<file path="src/rtl/fb_pkg.sv">
// Shared constants, state encoding and helpers for the frame-buffer write path.
package fb_pkg;

    localparam int unsigned IMG_W     = 260;
    localparam int unsigned IMG_H     = 120;
    localparam int unsigned ADDR_W    = 16;
    localparam int unsigned PIX_W     = 12;
    localparam int unsigned COL_W     = 10;
    localparam int unsigned ROW_W     = $clog2(IMG_H + 1);
    localparam int unsigned FRAME_PIX = IMG_W * IMG_H;

    typedef enum logic [1:0] {
        IDLE = 2'd0,
        LOAD = 2'd1,
        DONE = 2'd2
    } fb_wr_state_t;

    // Out-of-range column bases fall back to column 0.
    function automatic logic [COL_W-1:0] clamp_col(input logic [COL_W-1:0] c);
        return (32'(c) >= IMG_W) ? '0 : c;
    endfunction

endpackage

</file>
<file path="src/rtl/fb_wr_counter.sv">
// Column/row address counters for the frame-buffer writer; addr = row_base + column.
module fb_wr_counter
    import fb_pkg::*;
(
    input  logic              clk,
    input  logic              rst,
    input  logic              load,
    input  logic              adv,
    input  logic              mirror,
    input  logic [COL_W-1:0]  col_base,
    output logic [ADDR_W-1:0] addr,
    output logic              last
);

    localparam logic [COL_W-1:0] COL_MAX = COL_W'(IMG_W - 1);
    localparam logic [ROW_W-1:0] ROW_MAX = ROW_W'(IMG_H - 1);

    logic [COL_W-1:0]  col;
    logic [COL_W-1:0]  row_cnt;
    logic [ROW_W-1:0]  row;
    logic [ADDR_W-1:0] row_base;
    logic              mirror_q;
    logic [COL_W-1:0]  base_eff;
    logic              row_end;

    assign base_eff = clamp_col(col_base);
    assign row_end  = (row_cnt == COL_MAX);

    // Rotated column wraps on its own; row_cnt alone decides end of row.
    always_ff @(posedge clk or posedge rst) begin
        if (rst) begin
            col      <= '0;
            row_cnt  <= '0;
            row      <= '0;
            row_base <= '0;
            mirror_q <= 1'b0;
        end else if (load) begin
            mirror_q <= mirror;
            col      <= mirror ? (COL_MAX - base_eff) : base_eff;
            row_cnt  <= '0;
            row      <= '0;
            row_base <= '0;
        end else if (adv) begin
            if (mirror_q)
                col <= (col == '0) ? COL_MAX : col - COL_W'(1);
            else
                col <= (col == COL_MAX) ? '0 : col + COL_W'(1);
            if (row_end) begin
                row_cnt  <= '0;
                row      <= row + ROW_W'(1);
                row_base <= row_base + ADDR_W'(IMG_W);
            end else begin
                row_cnt  <= row_cnt + COL_W'(1);
            end
        end
    end

    assign addr = row_base + ADDR_W'(col);
    assign last = row_end && (row == ROW_MAX);

endmodule

</file>
<file path="src/rtl/fb_write_gen.sv">
// Frame-buffer write-side address generator: pixel stream in, RAM write port out.
// Optional build macro FB_WR_MIRROR_EN adds a horizontal mirror input.
module fb_write_gen
    import fb_pkg::*;
(
    input  logic              clk,
    input  logic              rst,
    input  logic              start,
    input  logic [COL_W-1:0]  col_base,
`ifdef FB_WR_MIRROR_EN
    input  logic              mirror,
`endif
    input  logic              abort,
    input  logic              pix_valid,
    input  logic [PIX_W-1:0]  pix_data,
    output logic              pix_ready,
    output logic              wr_en,
    output logic [ADDR_W-1:0] wr_addr,
    output logic [PIX_W-1:0]  wr_data,
    output logic              busy,
    output logic              done
);

    fb_wr_state_t      state;
    logic              load;
    logic              accept;
    logic              last;
    logic              mirror_in;
    logic [ADDR_W-1:0] addr;

`ifdef FB_WR_MIRROR_EN
    assign mirror_in = mirror;
`else
    assign mirror_in = 1'b0;
`endif

    // Abort withdraws ready in the same cycle so a racing pixel is never taken.
    assign pix_ready = (state == LOAD) && !abort;
    assign accept    = pix_valid && pix_ready;
    assign load      = (state == IDLE) && start;
    assign busy      = (state != IDLE);
    assign done      = (state == DONE);

    fb_wr_counter u_cnt (
        .clk      (clk),
        .rst      (rst),
        .load     (load),
        .adv      (accept),
        .mirror   (mirror_in),
        .col_base (col_base),
        .addr     (addr),
        .last     (last)
    );

    always_ff @(posedge clk or posedge rst) begin
        if (rst) begin
            state   <= IDLE;
            wr_en   <= 1'b0;
            wr_addr <= '0;
            wr_data <= '0;
        end else begin
            wr_en <= accept;
            if (accept) begin
                wr_addr <= addr;
                wr_data <= pix_data;
            end
            case (state)
                IDLE:    if (start) state <= LOAD;
                LOAD: begin
                    if (abort)               state <= IDLE;
                    else if (accept && last) state <= DONE;
                end
                DONE:    state <= IDLE;
                default: state <= IDLE;
            endcase
        end
    end

endmodule

</file>
<file path="config.mk">
export PLATFORM = sky130hd
export DESIGN_NAME = fb_write_gen
export DESIGN_NICKNAME = d
export VERILOG_FILES = /design/src/rtl/fb_pkg.sv /design/src/rtl/fb_wr_counter.sv /design/src/rtl/fb_write_gen.sv
export SDC_FILE = /design/constraint.sdc
export NUM_CORES = 1
export LEC_CHECK = 0
export BUFFER_PORTS_ARGS = -buffer_cell sky130_fd_sc_hd__buf_2
export CAP_MARGIN = 20
export CORE_ASPECT_RATIO = 1.25
export CORE_UTILIZATION = 57
export DETAILED_ROUTE_END_ITERATION = 7
export PLACE_DENSITY = 0.79
export SYNTH_ARGS = -nofsm -noshare
export SYNTH_HDL_FRONTEND = slang
export SYNTH_SLANG_ARGS = --single-unit
</file>
<file path="constraint.sdc">
create_clock -name clk -period 5.5 [get_ports clk]
set_input_delay 0.55 -clock clk [delete_from_list [all_inputs] [get_ports clk]]
set_output_delay 0.55 -clock clk [all_outputs]
set_load 0.005 [all_outputs]
</file>
==> Word level (Yosys, flattened, before mapping) <==
Cells that the tools add are included.
{ "totals": {"in_bits": 27, "word_cells": 50, "register_bits": 74, "out_inout_bits": 32} }
{ "op_classes": {"magnitude_cmp": 1, "addsub": 5, "reduce_logical": 12, "n_eq_ne": 7, "n_mux": 17} }
{ "op_table": {"columns": ["op", "count"], "rows": [
  ["2-to-1 mux 10 bit", 7],
  ["2-to-1 mux 16 bit", 3],
  ["2-to-1 mux 7 bit", 3],
  ["adder 10 x 1 -> 10 bit (second input constant)", 2],
  ["equality test 10 x 9 -> 1 bit (second input constant)", 2],
  ["adder 16 x 10 -> 16 bit", 1],
  ["adder 16 x 9 -> 16 bit (second input constant)", 1],
  ["greater-or-equal comparator 10 x 9 -> 1 bit (second input constant)", 1],
  ["adder 7 x 1 -> 7 bit (second input constant)", 1],
  ["equality test 7 bit (second input constant)", 1],
  ["2-to-1 mux 2 bit", 3],
  ["nonzero test 2 bit", 3],
  ["logical AND 1 bit", 5],
  ["one-hot mux 2 bit (2 select lines)", 1],
  ["AND reduction 2 bit", 2],
  ["inequality test 3 x 2 -> 1 bit (second input constant)", 1],
  ["equality test 2 x 1 -> 1 bit (second input constant)", 1],
  ["equality test 2 bit (second input constant)", 1],
  ["zero test 2 bit", 1],
  ["inequality test 2 bit (second input constant)", 1],
  ["zero test 1 bit", 1]
]} }

==> Logic depth before layout (Yosys ltp) <==
Gate-level depths: netlist (run 1).
{ "logic_depth": {"depth_word": 7, "mapped_depth": 8, "ltp_nobuf": 7} }

==> Cells and area by module <==
A second synthesis (run 1) with hierarchy kept.
{ "unflattened": {"hier_cells": 455, "area_unflattened_um2": 4439.3} }
{ "by_module_without_submodules": {"columns": ["module", "cells_each", "area_each_um2", "seq_area_each_um2", "n_inst"], "rows": [
  ["fb_wr_counter", 381, 3185.6, 1051.0, 1],
  ["fb_write_gen", 74, 1253.7, 775.7, 1]
]} }

==> Worst setup path before layout (run 1) <==
OpenSTA, ideal clock, no wires.
{ "synth_timing": {"kind": "input -> register", "start": "input abort", "end": "register u_cnt.row_base[15]", "path_buffers": 1, "required_ns": 5.422, "setup_time_ns": 0.078, "arrival_ns": 2.135, "stages": 7, "setup_slack_ns": 3.287, "cell_sequence": "nand4bb_1 > buf_2 > nor4_4 > nor2_1 > or3_4 > or3_1 > a21oi_1"} }
{ "synth_between": {"elab_chain_cells": 5} }
{ "synth_rtl": {"columns": ["item", "line_no", "source"], "rows": [
  ["from (decl)", "fb_write_gen.sv:13", "input logic abort,"],
  ["zero test 1 bit", "fb_write_gen.sv:38", "assign pix_ready = (state == LOAD) && !abort;"],
  ["logical AND 1 bit", "fb_write_gen.sv:38", null],
  ["logical AND 1 bit", "fb_write_gen.sv:39", "assign accept = pix_valid && pix_ready;"],
  ["nonzero test 2 bit (no line)", null, null],
  ["AND reduction 2 bit (no line)", null, null],
  ["to (signal assigned)", "fb_wr_counter.sv:51", "row_base <= row_base + ADDR_W'(IMG_W);"],
  ["to (decl)", "fb_wr_counter.sv:21", "logic [ADDR_W-1:0] row_base;"]
]} }
Every way passes these cells.
A chain may end at the register's enable or synchronous reset.

==> Final worst setup path (run 1) <==
{ "layout_timing": {"start": "register u_cnt.row_cnt[0]", "end": "register u_cnt.row_base[15]"} }
{ "layout_between": {"elab_chain_cells": 3} }
{ "layout_rtl": {"columns": ["item", "line_no", "source"], "rows": [
  ["from (decl)", "fb_wr_counter.sv:19", "logic [COL_W-1:0] row_cnt;"],
  ["from (signal assigned)", "fb_wr_counter.sv:53", "row_cnt <= row_cnt + COL_W'(1);"],
  ["equality test 10 x 9 -> 1 bit", "fb_wr_counter.sv:27", "assign row_end = (row_cnt == COL_MAX);"],
  ["nonzero test 2 bit (no line)", null, null],
  ["AND reduction 2 bit (no line)", null, null]
]} }
Every way passes these cells.

==> results of run 1 <==
-- metal layers --
layer  up-vias  GRT usage, %  share of wire [%]
met5         -             0                  0
met3        14          6.33                5.9
met4         0          8.99                1.7
li1       1484             -                  -
met2        99          40.9                 49
met1      1373          30.8                 44
-- synthesized netlist by cell type, types with 2 or more instances --
library cell / count
nand2_1: 92
dfrtp_1: 72
nor2_1: 41
o21ai_0: 23
xor2_1: 23
o21ai_1: 13
ha_1: 12
a21oi_1: 11
inv_1: 11
nand4_1: 11
xnor2_1: 11
clkbuf_1: 9
and3_1: 6
nand3_1: 5
nor2b_1: 4
nor3_1: 4
nor4_1: 4
or3_1: 4
a31oi_1: 3
and2_1: 3
buf_1: 3
nor3b_1: 3
a211oi_1: 2
a22o_1: 2
a22oi_1: 2
nand4bb_1: 2
nor4b_1: 2
o31ai_1: 2
-- layout make-up --
class | count | area, sq um | share of cell area, %
Inverter | 12 | 45.0 | 1.07
Clock buffer | 13 | 159 | 3.78
Tap cell | 85 | 106 | 2.53
Clock inverter | 3 | 40.0 | 0.953
Sequential cell | 72 | 1800 | 42.9
Multi-Input combinational cell | 301 | 1730 | 41.2
Timing Repair Buffer | 62 | 320 | 7.62
-- cells by family after synthesis --
family	share of synthesized area [%]
XOR/XNOR	8.23
AO/OA/AOI/OAI	11.1
AND/OR/NAND/NOR	24.0
buffers and inverters	2.63
adder cells (fa/ha/maj)	4.15
flip-flops	49.8
-- path summary, 6_finish.rpt --
path                                              start                        endpoint  slack, ns  cells past startpoint
min                                         pix_data[8]          wr_data[8]$_DFFE_PP0P_       0.39                      3
min reg2reg                      wr_data[8]$_DFFE_PP0P_          wr_data[8]$_DFFE_PP0P_       0.47                      2
max reg2reg                u_cnt.row_cnt[0]$_DFFE_PP0P_  u_cnt.row_base[15]$_DFFE_PP0P_       2.84                      7
max in group asynchronous                           rst        u_cnt.col[6]$_DFFE_PP0P_       4.47                      3
min in group asynchronous                           rst  u_cnt.row_base[13]$_DFFE_PP0P_       0.47                      3
max                        u_cnt.row_cnt[0]$_DFFE_PP0P_  u_cnt.row_base[15]$_DFFE_PP0P_       2.84                      7
-- cells in the final DEF (no fill, tap or decap), types with 2 or more instances in the layout --
master,count
and2_1,3
o21ai_1,13
and3_1,6
o21ai_0,23
o31ai_1,2
nand3_1,5
clkbuf_8,11
buf_2,58
dfrtp_1,72
a21oi_1,11
a22oi_1,2
or3_1,4
nand4_1,11
nor2b_1,4
xor2_1,23
a22o_1,2
nand2_1,92
buf_4,4
inv_2,2
a31oi_1,3
nor4_1,4
clkbuf_1,2
nor3b_1,2
nor3_1,4
xnor2_1,11
nor4b_1,2
a211oi_1,2
clkinv_2,2
nor2_1,41
ha_1,12
inv_1,10
-- power by group through the flow --
| stage | clock network (mW) | logic [mW] | registers [mW] |
|---|---|---|---|
| after CTS | 0.424 | 0.199 | 0.640 |
| after detailed placement | 0 | 0.198 | 0.649 |
| final | 0.418 | 0.197 | 0.640 |
| after floorplan | 0 | 0.112 | 0.644 |
| after global routing | 0.446 | 0.228 | 0.649 |
| after global placement | 0 | 0.192 | 0.647 |
-- state kept, by name, summed over array words and instances (netlist names) --
register and count:
u_cnt.col 10, wr_data 12, u_cnt.row_base 14, state 2, u_cnt.row 7, u_cnt.row_cnt 10, wr_en 1, wr_addr 16
-- per-stage QoR --
step | setup slack (ns) | power [mW] | hold slack (ns) | instance area [sq um]
after floorplan | 3.13 | 0.756 | 0.440 | 3620
after global placement | 2.82 | 0.839 | 0.453 | 4000
after detailed placement | 2.70 | 0.847 | 0.456 | 4000
after CTS | 2.82 | 1.26 | 0.391 | 4200
after global routing | 2.67 | 1.32 | 0.402 | 4200
final | 2.84 | 1.26 | 0.395 | 4200
-- worst max-delay path, cell delays in order (launching register included) --
cell and delay (ns):
dfrtp_1 0.39, ha_1 0.25, nand4bb_1 0.23, nor4_4 0.59
nor2_1 0.20, or3_4 0.46, or3_1 0.31, a21oi_1 0.16
==> results_tabular.tex, run 1 <==
\begin{tabular}{lr}
\hline
Metric & Value \\
\hline
\multicolumn{2}{l}{\textbf{Clock network}} \\
H-Tree Level Count & 3 \\
Post-cts gate resize count & 0 \\
Number of buffers on the longest clock path & 2 \\
Insertion delay of the later-clocked pin in the worst-skew pair & between 0.3 and 0.4 ns \\
Clk sinks & 72 \\
Number of CTS-inserted buffers & 9 \\
CTS Hold Buffers Added & 0 \\
Setup Fix Bufs, Post-CTS & 0 \\
TritonCTS clock tree & yes \\
Cell at the root of the clock tree & clkbuf\_8 \\
Clock transition at the registers of the reported paths & 0.07 ns \\
\multicolumn{2}{l}{\textbf{Power and ir drop}} \\
Share of total power in sequential cells & around half \\
Sw Share & roughly 28\% \\
IR drop worst, VDD & $\sim$220 uV \\
Internal power & 0.908 mW \\
Power share of the combinational group & between 10\% and 20\% \\
Total net switching power & $\sim$0.35 mW \\
Clk pwr share & 33.3\% \\
Leakage & just over 2 nW \\
Power per Cell Area & about 300 mW/mm\^{}2 \\
\multicolumn{2}{l}{\textbf{Placed design}} \\
I/O Buffers & 58 \\
Half-perimeter wire length of the detailed placement result & about 5.1 mm \\
Routability cong. & 0.843 \\
Number of placed instances, taps included & about 530 \\
\multicolumn{2}{l}{\textbf{Status}} \\
Outcome & complete, no violations \\
\multicolumn{2}{l}{\textbf{Drt}} \\
Number of search-and-repair iterations in the first detailed-routing pass & 4 \\
Number of vias after detailed routing & 2,970 \\
Routed wire length & 7.30 mm \\
DRC Markers & 0 \\
Via density & 5.42 \\
Post-route antenna net violation count & 0 \\
Number of DRC violations after detailed-routing iteration 0 & approximately 180 \\
WL per Instance & roughly 13 microns \\
\multicolumn{2}{l}{\textbf{Synthesis}} \\
Top cells by area, synth & dfrtp\_1, nand2\_1, xor2\_1, nor2\_1, ha\_1 \\
Sequential share of the synthesized area & 49.8\% \\
Cell accounting for the most synthesized area & dfrtp\_1 \\
Syn Nets & $\sim$440 \\
Flip-flop and latch count after synthesis & 72 \\
Number of standard cells after synthesis & between 300 and 400 \\
Synthesis Warnings & 0 \\
Post-Syn Area & 0.00362 sq mm \\
Proportion of netlist area held by the largest area contributor & about half \\
Post-synth EDFFs & 0 \\
Avg Cell Area, Syn & 9.09 sq um \\
Post-synth ARST share & between 90\% and 100\% \\
Netlist cell types & 46 \\
Main synth FF type & dfrtp\_1 \\
\multicolumn{2}{l}{\textbf{Critical path}} \\
Required time worst endpoint & 5.77 ns \\
Data arrival at the endpoint of the critical path & 2.93 ns \\
Critical path peak fanout & 12 \\
Critical path class & reg -> reg \\
CP endpoint kind & flip-flop \\
Kind of start point of the critical path & flip-flop \\
\multicolumn{2}{l}{\textbf{Floorplanning}} \\
Area of the die & around 0.0067 sq mm \\
Die extent in y & 91.1 microns \\
Initial standard-cell utilization of the core & 58.7\% \\
Chip width & 73.3 microns \\
Std cell rows & 32 \\
Num ports & 59 \\
Area of the placeable core & approximately 0.0062 sq mm \\
\multicolumn{2}{l}{\textbf{Finish}} \\
Final non-filler cell total & between 500 and 600 \\
Area added between synthesis and finish & 16.2\% \\
Fraction of the core area covered by cells at the end of the flow & between 60\% and 70\% \\
Antenna diode count & 0 \\
Total of fill cells in the finished design & between 500 and 600 \\
Nets & 497 \\
Share of layout cells above drive strength 1 & 18.1\% \\
\multicolumn{2}{l}{\textbf{Global routing}} \\
Antenna violations before repair & 0 \\
Via count of the first global-routing pass & roughly 3,000 \\
Total routing usage reported by global routing & approximately a quarter \\
Maximum number of pins on one net before global-route repair & 73 \\
Remaining Overflow, GRT & 0 \\
Global-route wire length before repair & approximately 13 mm \\
\multicolumn{2}{l}{\textbf{STA}} \\
Final cycle utilization of the critical path & between 40\% and 50\% \\
Actual slew at the worst max-slew pin & around 0.9 ns \\
Relative slew margins & approximately two fifths \\
Count of pins over their slew limit & 0 \\
Hold Fails Final Rpt & 0 \\
RSZ-0062 raised after global routing & no \\
Final Setup Violations & 0 \\
Highest achievable clock rate & $\sim$380 MHz \\
Final TNS setup & 0 ns \\
Worst-case clock skew & 0.00464 ns \\
Final critical path time including I/O delays and setup & 2.66 ns \\
\multicolumn{2}{l}{\textbf{Min path}} \\
Class of the tightest hold or removal check & in -> reg \\
\multicolumn{2}{l}{\textbf{Job}} \\
Number of maximum-capacitance constraint violations & 0 \\
\hline
\end{tabular}
(Power assumes the default switching activity.)
==> run 2, diff against run 1 <==
--- a/config.mk
+++ b/config.mk
@@ -8,9 +8,9 @@
 export BUFFER_PORTS_ARGS = -buffer_cell sky130_fd_sc_hd__buf_2
 export CAP_MARGIN = 20
 export CORE_ASPECT_RATIO = 1.25
-export CORE_UTILIZATION = 57
+export CORE_UTILIZATION = 56
 export DETAILED_ROUTE_END_ITERATION = 7
-export PLACE_DENSITY = 0.79
+export PLACE_DENSITY = 0.78
 export SYNTH_ARGS = -nofsm -noshare
 export SYNTH_HDL_FRONTEND = slang
 export SYNTH_SLANG_ARGS = --single-unit
==> constraint.sdc (replaced) <==
create_clock -name clk -period 2.6 [get_ports clk]
set_input_delay 0.26 -clock clk [delete_from_list [all_inputs] [get_ports clk]]
set_output_delay 0.26 -clock clk [all_outputs]
set_load 0.005 [all_outputs]
==> run 2 against run 1 <==
Against the previous run: register-to-register slack got worse by 2.5 ns; cell area rose by 0.60%; count of clock-buffer cells in the layout fell by 2; via count rose by 1.0%; routed wire length up 1.1%; first-iteration DRC count is 22% lower; utilization barely moved; clock skew increased by 0.0030 ns; sequential share of layout area decreased by 0.25 points; critical endpoint is now u_cnt.row_base[14]$_DFFE_PP0P_; largest cell class unchanged; largest power group unchanged; highest routed layer unchanged.
==> results_tabular.tex, run 2 (synthesized netlist as in run 1, its figures left out) <==
\begin{tabular}{lr}
\hline
Metric & Value \\
\hline
\multicolumn{2}{l}{\textbf{Finish}} \\
Leading cell types in the layout, fill and taps excluded & nand2\_1, dfrtp\_1, buf\_2 \\
Registers with the most flip-flops & wr\_addr x16, u\_cnt.row\_base x14, wr\_data x12 \\
Share of layout cells above drive strength 1 & between 15 and 20\% \\
Antenna diode count & 0 \\
Top register by number of flip-flops & wr\_addr \\
Nets & between 500 and 600 \\
Area added between synthesis and finish & 16.9\% \\
Commonest non-fill, non-tap cell in the layout & nand2\_1 \\
Number of flip-flops in the largest register & 16 \\
\multicolumn{2}{l}{\textbf{Placed design}} \\
Routability cong. & around 0.9 \\
Half-perimeter wire length of the detailed placement result & $\sim$5.5 mm \\
I/O Buffers & 58 \\
\multicolumn{2}{l}{\textbf{Drt}} \\
Via density & 5.42 \\
Number of DRC violations after detailed-routing iteration 0 & around 140 \\
DRC Markers & 0 \\
Number of search-and-repair iterations in the first detailed-routing pass & 4 \\
Number of vias after detailed routing & $\sim$3,000 \\
Wl on met1 & between 3 and 4 mm \\
Routed wire length & about 7.4 mm \\
Highest routed layer & met4 \\
Post-route antenna net violation count & 0 \\
WL per Instance & 13.3 microns \\
Detailed route wirelength on metal2 & about 3.8 mm \\
Sum of met3 wire segment lengths after detailed routing & between 200 and 250 microns \\
\multicolumn{2}{l}{\textbf{Clock network}} \\
Insertion delay of the later-clocked pin in the worst-skew pair & about 0.34 ns \\
TritonCTS clock tree & yes \\
Cell at the root of the clock tree & clkbuf\_8 \\
Clk sinks & about 70 \\
Clock transition at the registers of the reported paths & 0.08 ns \\
Number of buffers on the longest clock path & 2 \\
Number of CTS-inserted buffers & 9 \\
Post-cts gate resize count & 0 \\
Setup Fix Bufs, Post-CTS & 0 \\
CTS Hold Buffers Added & 0 \\
H-Tree Level Count & 3 \\
\multicolumn{2}{l}{\textbf{STA}} \\
Final TNS setup & 0 ns \\
Final Setup Violations & 0 \\
Final critical path time including I/O delays and setup & between 2 and 2.5 ns \\
Actual slew at the worst max-slew pin & a little under 0.7 ns \\
RSZ-0062 raised after global routing & no \\
Final cycle utilization of the critical path & between 80\% and 90\% \\
Relative slew margins & 55.1\% \\
Highest achievable clock rate & about 450 MHz \\
Worst hold-check slack & $\sim$0.012 ns \\
Count of pins over their slew limit & 0 \\
Worst-case clock skew & between 0.007 and 0.008 ns \\
Hold Fails Final Rpt & 0 \\
\multicolumn{2}{l}{\textbf{Floorplanning}} \\
Num ports & slightly below 60 \\
Area of the placeable core & 0.00621 sq mm \\
Die extent in y & about 90 microns \\
Initial standard-cell utilization of the core & 58.3\% \\
Std cell rows & 32 \\
Chip width & about 74 microns \\
Area of the die & 0.00679 sq mm \\
\multicolumn{2}{l}{\textbf{Critical path}} \\
Kind of start point of the critical path & flip-flop \\
Startpoint of the most critical register-to-register path & u\_cnt.row\_cnt[0]\$\_DFFE\_PP0P\_ \\
Critical path peak fanout & 9 \\
Critical path origin & u\_cnt.row\_cnt[0]\$\_DFFE\_PP0P\_ \\
CP endpoint kind & flip-flop \\
Worst setup endpoint & u\_cnt.row\_base[14]\$\_DFFE\_PP0P\_ \\
Data arrival at the endpoint of the critical path & $\sim$2.4 ns \\
Cells on worst reg2reg path & 7 \\
Slack of the worst reg-to-reg path & between 0.3 and 0.4 ns \\
Crit Reg-Reg Endpoint & u\_cnt.row\_base[14]\$\_DFFE\_PP0P\_ \\
Required time worst endpoint & $\sim$2.8 ns \\
Critical path class & reg -> reg \\
\multicolumn{2}{l}{\textbf{Global routing}} \\
Total routing usage reported by global routing & approximately 25\% \\
Remaining Overflow, GRT & 0 \\
Maximum number of pins on one net before global-route repair & between 40 and 50 \\
Global-route wire length before repair & $\sim$13 mm \\
Via count of the first global-routing pass & $\sim$3,000 \\
Antenna violations before repair & 0 \\
\multicolumn{2}{l}{\textbf{Power and ir drop}} \\
Power per Cell Area & slightly above 600 mW/mm\^{}2 \\
IR drop worst, VDD & about 340 uV \\
Leakage & $\sim$2.1 nW \\
\multicolumn{2}{l}{\textbf{Status}} \\
Outcome & complete, no violations \\
\multicolumn{2}{l}{\textbf{Job}} \\
Number of maximum-capacitance constraint violations & 0 \\
\multicolumn{2}{l}{\textbf{Min path}} \\
Class of the tightest hold or removal check & in -> async \\
\hline
\end{tabular}
## run 2: cell types whose count changed in the layout (fill, tap and decap cells not counted)
cell       before  now
buf_12          0    1
buf_4           4    8
bufinv_16       1    0
clkbuf_1        2    1
clkbuf_8       11   10
clkinv_2        2    3
clkinv_4        0    2
## run 2: through the flow
stage	power, mW	cell area [sq um]	setup slack, ns	instances	util (%)
final	2.56	4230	0.376	553	68.1
after global routing	2.71	4230	0.110	553	68.1
after CTS	2.58	4230	0.370	553	68.1
after detailed placement	1.80	4050	0.402	537	65.3
after global placement	1.79	4050	0.443	537	65.3
after floorplan	1.60	3620	0.430	398	-
## run 2: how the worst min path moves through the flow
stage	from	end	slack [ns]	cells after the start
after floorplan	abort	state[0]$_DFFE_PP0P_	0.36	1
after global placement	rst	u_cnt.row_cnt[6]$_DFFE_PP0P_	0.41	2
after detailed placement	rst	u_cnt.row_cnt[6]$_DFFE_PP0P_	0.40	2
after CTS	rst	u_cnt.row_cnt[6]$_DFFE_PP0P_	0.03	2
after global routing	rst	u_cnt.row_cnt[6]$_DFFE_PP0P_	0.08	2
final	rst	u_cnt.row_cnt[6]$_DFFE_PP0P_	0.01	2
## run 2: cell type report
class                           instances  area [sq um]
Multi-Input combinational cell        301          1730
Fill cell                             501          1980
Inverter                               12          45.0
Clock buffer                           11           141
Clock inverter                          5          32.5
Timing Repair Buffer                   67           370
Tap cell                               85           106
Sequential cell                        72          1800
## run 2: power by group
group	leakage (nW)	switching, mW	total [mW]	internal, mW
clock network	0.0930	0.406	0.777	0.371
logic	1.03	0.238	0.428	0.189
registers	0.971	0.107	1.35	1.25
## run 2: per-layer routing
| layer | up-vias | GRT usage [%] |
|---|---|---|
| li1 | 1496 | - |
| met1 | 1410 | 30.4 |
| met2 | 73 | 41.4 |
| met3 | 21 | 3.63 |
| met4 | 0 | 14.9 |
| met5 | - | 0 |
## run 2: worst max-delay path: stages (launching register included)
cell and delay (ns):
dfrtp_1 0.38, ha_1 0.24, nand4bb_1 0.21, or4_1 0.69
nor3_1 0.29, nand2_1 0.09, xor2_1 0.14, nor2_1 0.06
==> run 3, diff against run 2 <==
--- a/config.mk
+++ b/config.mk
@@ -10,6 +10,7 @@
 export CORE_ASPECT_RATIO = 1.25
 export CORE_UTILIZATION = 56
 export DETAILED_ROUTE_END_ITERATION = 7
+export HOLD_SLACK_MARGIN = 0.05
 export PLACE_DENSITY = 0.78
 export SYNTH_ARGS = -nofsm -noshare
 export SYNTH_HDL_FRONTEND = slang
==> run 3 against run 2 <==
Against the previous run: power about the same; via count decreased by 0.43%; global-route usage about the same; sequential share of layout area decreased by 0.10 points; cell area increased by 0.24%; flip-flop and latch count unchanged; count of clock-buffer cells in the layout unchanged; routed wire length increased by 0.26%; die area unchanged; register-to-register slack about the same; critical path depth unchanged; highest routed layer unchanged.
==> results_tabular.tex, run 3 (synthesized netlist as in run 1, its figures left out) <==
\begin{tabular}{lr}
\hline
Metric & Value \\
\hline
\multicolumn{2}{l}{\textbf{Clock network}} \\
H-Tree Level Count & 3 \\
Number of buffers on the longest clock path & 2 \\
Setup Fix Bufs, Post-CTS & 0 \\
Post-cts gate resize count & 0 \\
Clock transition at the registers of the reported paths & 0.08 ns \\
TritonCTS clock tree & yes \\
Insertion delay of the later-clocked pin in the worst-skew pair & about 0.34 ns \\
CTS Hold Buffers Added & 1 \\
Clk sinks & 72 \\
Number of CTS-inserted buffers & 9 \\
Cell at the root of the clock tree & clkbuf\_8 \\
\multicolumn{2}{l}{\textbf{Power and ir drop}} \\
Sw Share & around 30\% \\
Internal power & 1.81 mW \\
Clk pwr share & 30.4\% \\
Leakage & 2.10 nW \\
IR drop worst, VDD & $\sim$340 uV \\
Share of total power in sequential cells & between 50\% and 60\% \\
Tot Pwr & about 2.6 mW \\
Power per Cell Area & $\sim$600 mW/mm\^{}2 \\
Power share of the combinational group & between 10\% and 20\% \\
Total net switching power & 0.752 mW \\
\multicolumn{2}{l}{\textbf{Min path}} \\
Worst Hold Depth & 3 \\
Class of the tightest hold or removal check & in -> reg \\
\multicolumn{2}{l}{\textbf{Global routing}} \\
Global-route wire length before repair & $\sim$13 mm \\
Remaining Overflow, GRT & 0 \\
Total routing usage reported by global routing & about a quarter \\
Antenna violations before repair & 0 \\
Via count of the first global-routing pass & slightly below 3,000 \\
Maximum number of pins on one net before global-route repair & 42 \\
\multicolumn{2}{l}{\textbf{Drt}} \\
WL per Instance & 13.3 microns \\
Via density & around 5.4 \\
Number of DRC violations after detailed-routing iteration 0 & 160 \\
DRC Markers & 0 \\
Number of search-and-repair iterations in the first detailed-routing pass & 4 \\
Post-route antenna net violation count & 0 \\
Routed wire length & about 7.4 mm \\
Number of vias after detailed routing & about 3,000 \\
\multicolumn{2}{l}{\textbf{Critical path}} \\
Critical path peak fanout & 9 \\
Sequence of cells on the critical path & ha\_1, nand4bb\_1, or4\_1, nor3\_1, nand2\_1, xor2\_1, nor2\_1 \\
Family with the most delay on the worst path & simple AND/OR/NAND/NOR gates \\
Data arrival at the endpoint of the critical path & roughly 2.4 ns \\
Slowest cell on crit path & or4\_1 \\
Required time worst endpoint & about 2.8 ns \\
Biggest cell delay along the critical path & between 0.6 and 0.7 ns \\
Critical path class & reg -> reg \\
Cells on worst reg2reg path & 7 \\
CP endpoint kind & flip-flop \\
Crit path buf inv count & 0 \\
Crit. path cell count & 7 \\
Kind of start point of the critical path & flip-flop \\
\multicolumn{2}{l}{\textbf{STA}} \\
Hold Fails Final Rpt & 0 \\
Highest achievable clock rate & around 450 MHz \\
Final Setup Violations & 0 \\
Crit path setup slack, layout & about 0.38 ns \\
Final cycle utilization of the critical path & a little under nine tenths \\
RSZ-0062 raised after global routing & no \\
Worst-case clock skew & roughly 0.0076 ns \\
Actual slew at the worst max-slew pin & around 0.67 ns \\
Final critical path time including I/O delays and setup & 2.22 ns \\
Final TNS setup & 0 ns \\
Count of pins over their slew limit & 0 \\
Relative slew margins & a little under three fifths \\
\multicolumn{2}{l}{\textbf{Placed design}} \\
Half-perimeter wire length of the detailed placement result & approximately 5.5 mm \\
Area of placed instances & between 0.004 and 0.005 sq mm \\
Pre-CTS setup slack & slightly above 0.4 ns \\
I/O Buffers & 58 \\
Routability cong. & roughly 0.88 \\
\multicolumn{2}{l}{\textbf{Finish}} \\
Share of layout cells above drive strength 1 & 19.2\% \\
Antenna diode count & 0 \\
Fraction of the core area covered by cells at the end of the flow & around two thirds \\
Leading cell types in the layout, fill and taps excluded & nand2\_1, dfrtp\_1, buf\_2 \\
Registers with the most flip-flops & wr\_addr x16, u\_cnt.row\_base x14, wr\_data x12 \\
Top register by number of flip-flops & wr\_addr \\
Nets & between 500 and 600 \\
Commonest non-fill, non-tap cell in the layout & nand2\_1 \\
Number of flip-flops in the largest register & 16 \\
Area of all placed cells without fillers & 0.00424 sq mm \\
Area added between synthesis and finish & 17.2\% \\
\multicolumn{2}{l}{\textbf{Floorplanning}} \\
Num ports & 59 \\
Chip width & approximately 74 microns \\
Die extent in y & a little over 90 microns \\
Area of the placeable core & between 0.006 and 0.007 sq mm \\
Area of the die & 0.00679 sq mm \\
Initial standard-cell utilization of the core & around three fifths \\
Std cell rows & 32 \\
\multicolumn{2}{l}{\textbf{Status}} \\
Outcome & complete, no violations \\
\multicolumn{2}{l}{\textbf{Job}} \\
Number of maximum-capacitance constraint violations & 0 \\
\hline
\end{tabular}
[run 3: cell types whose count changed in the layout (fill, tap and decap cells not counted)]
cell / change
dlygate4sd3_1: +1
[run 3: cell type report]
type,count,area [sq um]
clock buffer,11,141
sequential,72,1800
multi-input combinational,301,1730
tap,85,106
timing repair buffer,68,380
clock inverter,5,32.5
fill,501,1970
inverter,12,45.0
[run 3: final timing paths]
kind	start	endpoint	slack (ns)
max	u_cnt.row_cnt[0]$_DFFE_PP0P_	u_cnt.row_base[14]$_DFFE_PP0P_	0.38
min	pix_data[1]	wr_data[1]$_DFFE_PP0P_	0.10
max reg2reg	u_cnt.row_cnt[0]$_DFFE_PP0P_	u_cnt.row_base[14]$_DFFE_PP0P_	0.38
min reg2reg	wr_addr[2]$_DFFE_PP0P_	wr_addr[2]$_DFFE_PP0P_	0.47
max in group asynchronous	rst	wr_addr[12]$_DFFE_PP0P_	1.40
min in group asynchronous	rst	u_cnt.row_cnt[6]$_DFFE_PP0P_	0.56
[run 3: tightest hold or removal path, delay by kind of cell]
family,cells,cell delay [ns]
buffers and inverters,1,0.07
AND/OR/NAND/NOR,2,0.08
[run 3: power by group through the flow]
stage	registers (mW)	clock network, mW	logic [mW]
after floorplan	1.36	0	0.237
after global placement	1.36	0	0.424
after detailed placement	1.37	0	0.433
after CTS	1.35	0.793	0.436
after global routing	1.37	0.847	0.494
final	1.35	0.777	0.429
[run 3: layer usage]
| layer | global-route usage [%] | vias up | wire (microns) |
|---|---|---|---|
| met3 | 3.63 | 21 | 218 |
| met5 | 0 | - | 0 |
| met1 | 30.4 | 1399 | 3120 |
| met2 | 41.4 | 69 | 3810 |
| met4 | 14.9 | 0 | 252 |
| li1 | - | 1498 | - |
[run 3: through the flow]
stage / std cells / hold WS (ns)
after detailed placement: 537 / 0.400
after floorplan: 398 / 0.357
after global placement: 537 / 0.407
after global routing: 554 / 0.108
final: 554 / 0.103
after CTS: 554 / 0.0965
